**config.mk**
```make
export PLATFORM = sky130hd
export DESIGN_NAME = twohot_decode
export DESIGN_NICKNAME = d
export VERILOG_FILES = /design/src/rtl/twohot_decode.sv
export SDC_FILE = /design/constraint.sdc
export NUM_CORES = 1
export LEC_CHECK = 0
export CAP_MARGIN = 40
export CORE_AREA = 2 2 39 41
export DETAILED_ROUTE_END_ITERATION = 10
export DIE_AREA = 0 0 41 43
export SYNTH_ARGS = -nofsm -noshare
export SYNTH_HDL_FRONTEND = slang
export SYNTH_SLANG_ARGS = --single-unit
```
**constraint.sdc**
```tcl
create_clock -name vclk -period 2.1
set_clock_uncertainty 0.15 [all_clocks]
set_input_delay 0.21 -clock vclk [all_inputs]
set_output_delay 0.21 -clock vclk [all_outputs]
set_load 0.1 [all_outputs]
```
**src/rtl/twohot_decode.sv**
```systemverilog
// rtl/twohot_decode.sv - combinational two-hot detector with MSB/LSB index encoders
//
// Ports:
//   data    in  N     candidate word
//   two_hot out 1     exactly two bits of data are set
//   hi      out IDXW  index of the highest set bit (0 unless two_hot)
//   lo      out IDXW  index of the lowest set bit (0 unless two_hot)
module twohot_decode #(
  parameter int N    = 4,
  parameter int IDXW = $clog2(N)
) (
  input  logic [N-1:0]    data,
  output logic            two_hot,
  output logic [IDXW-1:0] hi,
  output logic [IDXW-1:0] lo
);

  logic [5:0]      ones;
  logic [IDXW-1:0] msb;
  logic [IDXW-1:0] lsb;

  always_comb begin
    ones = '0;
    msb  = '0;
    lsb  = '0;
    // Ascending scan leaves the highest set index in msb; descending scan leaves the lowest in lsb.
    for (int i = 0; i < N; i++) begin
      if (data[i]) begin
        ones = ones + 6'd1;
        msb  = IDXW'(i);
      end
    end
    for (int i = N - 1; i >= 0; i--) begin
      if (data[i]) begin
        lsb = IDXW'(i);
      end
    end
    two_hot = (ones == 6'd2);
    hi      = two_hot ? msb : '0;
    lo      = two_hot ? lsb : '0;
  end

endmodule

```
==> impl_results.md <==
* Fill cell instance count of the final layout at between 100 and 150
* Arrival time of data at the critical path endpoint at 2.13 ns
* Core Area at 1380 sq um
* Worst Tran Pin Value at 0.431 ns
* Number of hold buffers added after cts at 0
* Combined flip-flop and latch cell area at 0 sq um
* Syn Std Cell Area at just under 200 sq um
* Hold slack final at 0.676 ns
* Total wire length after detailed routing at approximately 480 microns
* Die Y at roughly 43 microns
* Worst path top cell family by delay: adder cells
* Total number of yosys warnings at 0
* Part of the cycle the worst path needs at 1.18
* Lkg Pwr at between 0.2 and 0.25 nW
* Number of cells produced by synthesis at 26
* Worst-path fanout max at 3
* DR vias/cell at roughly 4
* Category of the worst setup path capture point: output port
* Hold WC Path Type: in2out
* Wire length of the first global-routing pass at between 800 and 900 microns
* Power density relative to cell area at between 400 and 500 nW/um^2
* HPWL after DPL at approximately 450 microns
* Number of global-route vias before repair at 251
* Cells along the critical path: buf_12, inv_12, ha_4, xor2_2, ha_4, nand2b_4, mux4_2, nor4_4, buf_12
* Crit-path max cell delay at between 0.5 and 0.6 ns
* Antenna violations before repair at 0
* End-of-flow core utilization at 0.385
* Highest achievable clock rate at 0.402 GHz
* Biggest area contributors in the synthesized netlist: ha_1 (19%), nand2b_4 (14%), mux4_2 (12%)
* Unrepaired setup endpoints after global routing: yes
* Iteration count of the initial detailed-routing pass at 2
* Initial DRC Count at 1
* Setup CP Type: in2out
* # IOs at 9
* Total count of hold-check failures in the final report at 0
* Number of flip-flops and latches at 0
* Post-detailed-route count of antenna-violating nets at 0
* Number of placement rows at 14
* Average cell area after synthesis at 7.51 sq um
* Max-Slew Margin vs Limit at 0.712
* Max Transition Viols Final at 0
* Floorplan die area at approximately 1800 sq um
* Fraction of post-synthesis cell area in the top cell type by area at 0.192
* Critical path's slowest cell: mux4_2
* Failing checks: setup timing
* Layout cell share with drive strength beyond 1 at 0.714
* Setup ws final at -0.388 ns
* Clock buffer cells at 0
* Peak supply drop at roughly 0.16 mV
* Share of the yosys chip area belonging to registers at 0
* Setup TNS after final layout at -1.69 ns
* Signed area change from the synthesized netlist to the final layout at 173%
* Die X at between 40 and 50 microns
* Non-filler cells in the finished layout at 58
* Final-report setup violation count at 5
* Result of the run: complete, but fails checks
* Routed wire per std cell at about 8.2 microns
* Crit path time final at about 2.5 ns
* Hold Crit Start: data[0]
* Kind of start point of the critical path: input port
* Via count of the routed design at 234
* Count of nets after finishing at 51
* Cell total after placement at between 50 and 60
* Pin count of the biggest net entering global routing at 6
* WP buf/inv at 3
* Worst Hold Depth at 4
* Library cells used by synthesis at 14
* Initial cell density of the core at 0.141
* End point of the worst hold path: lo[0]
* GRT Overall Usage at 0.0651
* Required time at the worst-slack endpoint at roughly 1.7 ns
* Placer Congestion at between 0.6 and 0.7
* Number of diodes at 0
* DRC violations left at 0
* Grt total ovfl at 0
* Buffers added on ports at 9
* Synth area leader: ha_1
* Synthesized netlist net count at 33
* Max-cap viol count at 0
layout make-up:
cell class	instances	area (sq um)	area share
multi-input cells	22	264	0.495
repair buffers	17	223	0.418
inverters	3	26.3	0.0493
well taps	16	20.0	0.0376
synth_stat cells:
library cell and instances:
a21oi_1 2, buf_6 1, ha_1 3, inv_1 3, mux4_2 1, nand2_1 3
nand2b_1 1, nand2b_4 2, nand3_1 1, nor2_1 2, nor3_1 3, nor4_1 1
or3_1 1, xor2_1 2
cell usage in the layout, fill, tap and decap left out, drive strengths merged:
| cell | count |
|---|---|
| buf | 15 |
| nor3 | 3 |
| mux4 | 1 |
| a21oi | 2 |
| clkbuf | 1 |
| nor2 | 2 |
| xor2 | 2 |
| nor4 | 1 |
| inv | 3 |
| ha | 3 |
| nand2b | 3 |
| or3 | 1 |
| clkdlybuf4s50 | 1 |
| nand2 | 3 |
| nand3 | 1 |
metrics by stage:
stage               setup WS [ns]  total power, W  cell area (sq um)
finish                     -0.388        0.000240                533
global route               -0.441        0.000251                533
CTS                        -0.515        0.000230                508
detailed placement         -0.949        0.000226                500
global placement           -0.942        0.000224                500
floorplan                  -0.959        0.000140                272
layer usage:
metal / GRT usage / wire [microns]
met4: 0 / 0
met1: 0.0701 / 176
met3: 0 / 18
met2: 0.134 / 280
met5: 0 / 0
where the power goes:
| group | switching [W] | total (W) | internal, W | leakage, nW |
|---|---|---|---|---|
| clock network | 0 | 0 | 0 | 0 |
| logic | 0.000138 | 0.000240 | 0.000102 | 0.209 |
| registers | 0 | 0 | 0 | 0 |
| total | 0.000138 | 0.000240 | 0.000102 | 0.209 |
worst max-delay path by stage:
stage / start / endpoint / slack (ns) / cells after the start
final: data[1] / lo[0] / -0.39 / 9
after global routing: data[1] / lo[0] / -0.44 / 9
after CTS: data[1] / lo[0] / -0.52 / 10
after detailed placement: data[1] / lo[0] / -0.95 / 10
after global placement: data[1] / lo[0] / -0.94 / 10
after floorplan: data[1] / lo[0] / -0.96 / 7
timing repair:
| item | 4_1_cts | 5_1_grt |
|---|---|---|
| pin swaps | 4 | 3 |
| setup endpoints to repair | 5 | 5 |
| buffers inserted | 0 | 0 |
| gates resized for setup | 13 | 10 |
| cloned | 0 | 0 |
worst min-delay path: stages:
cell and delay, ns:
buf_6 0.09, buf_4 0.11, nor4_4 0.05, buf_12 0.16
kinds of logic after synthesis:
logic type      share of synthesized area
simple gates                        0.436
compound gates                     0.0513
xor+xnor                           0.0898
fa+ha+maj                           0.192
mux                                 0.115
buf+inv                             0.115
Power figures use the tool's default switching activity.
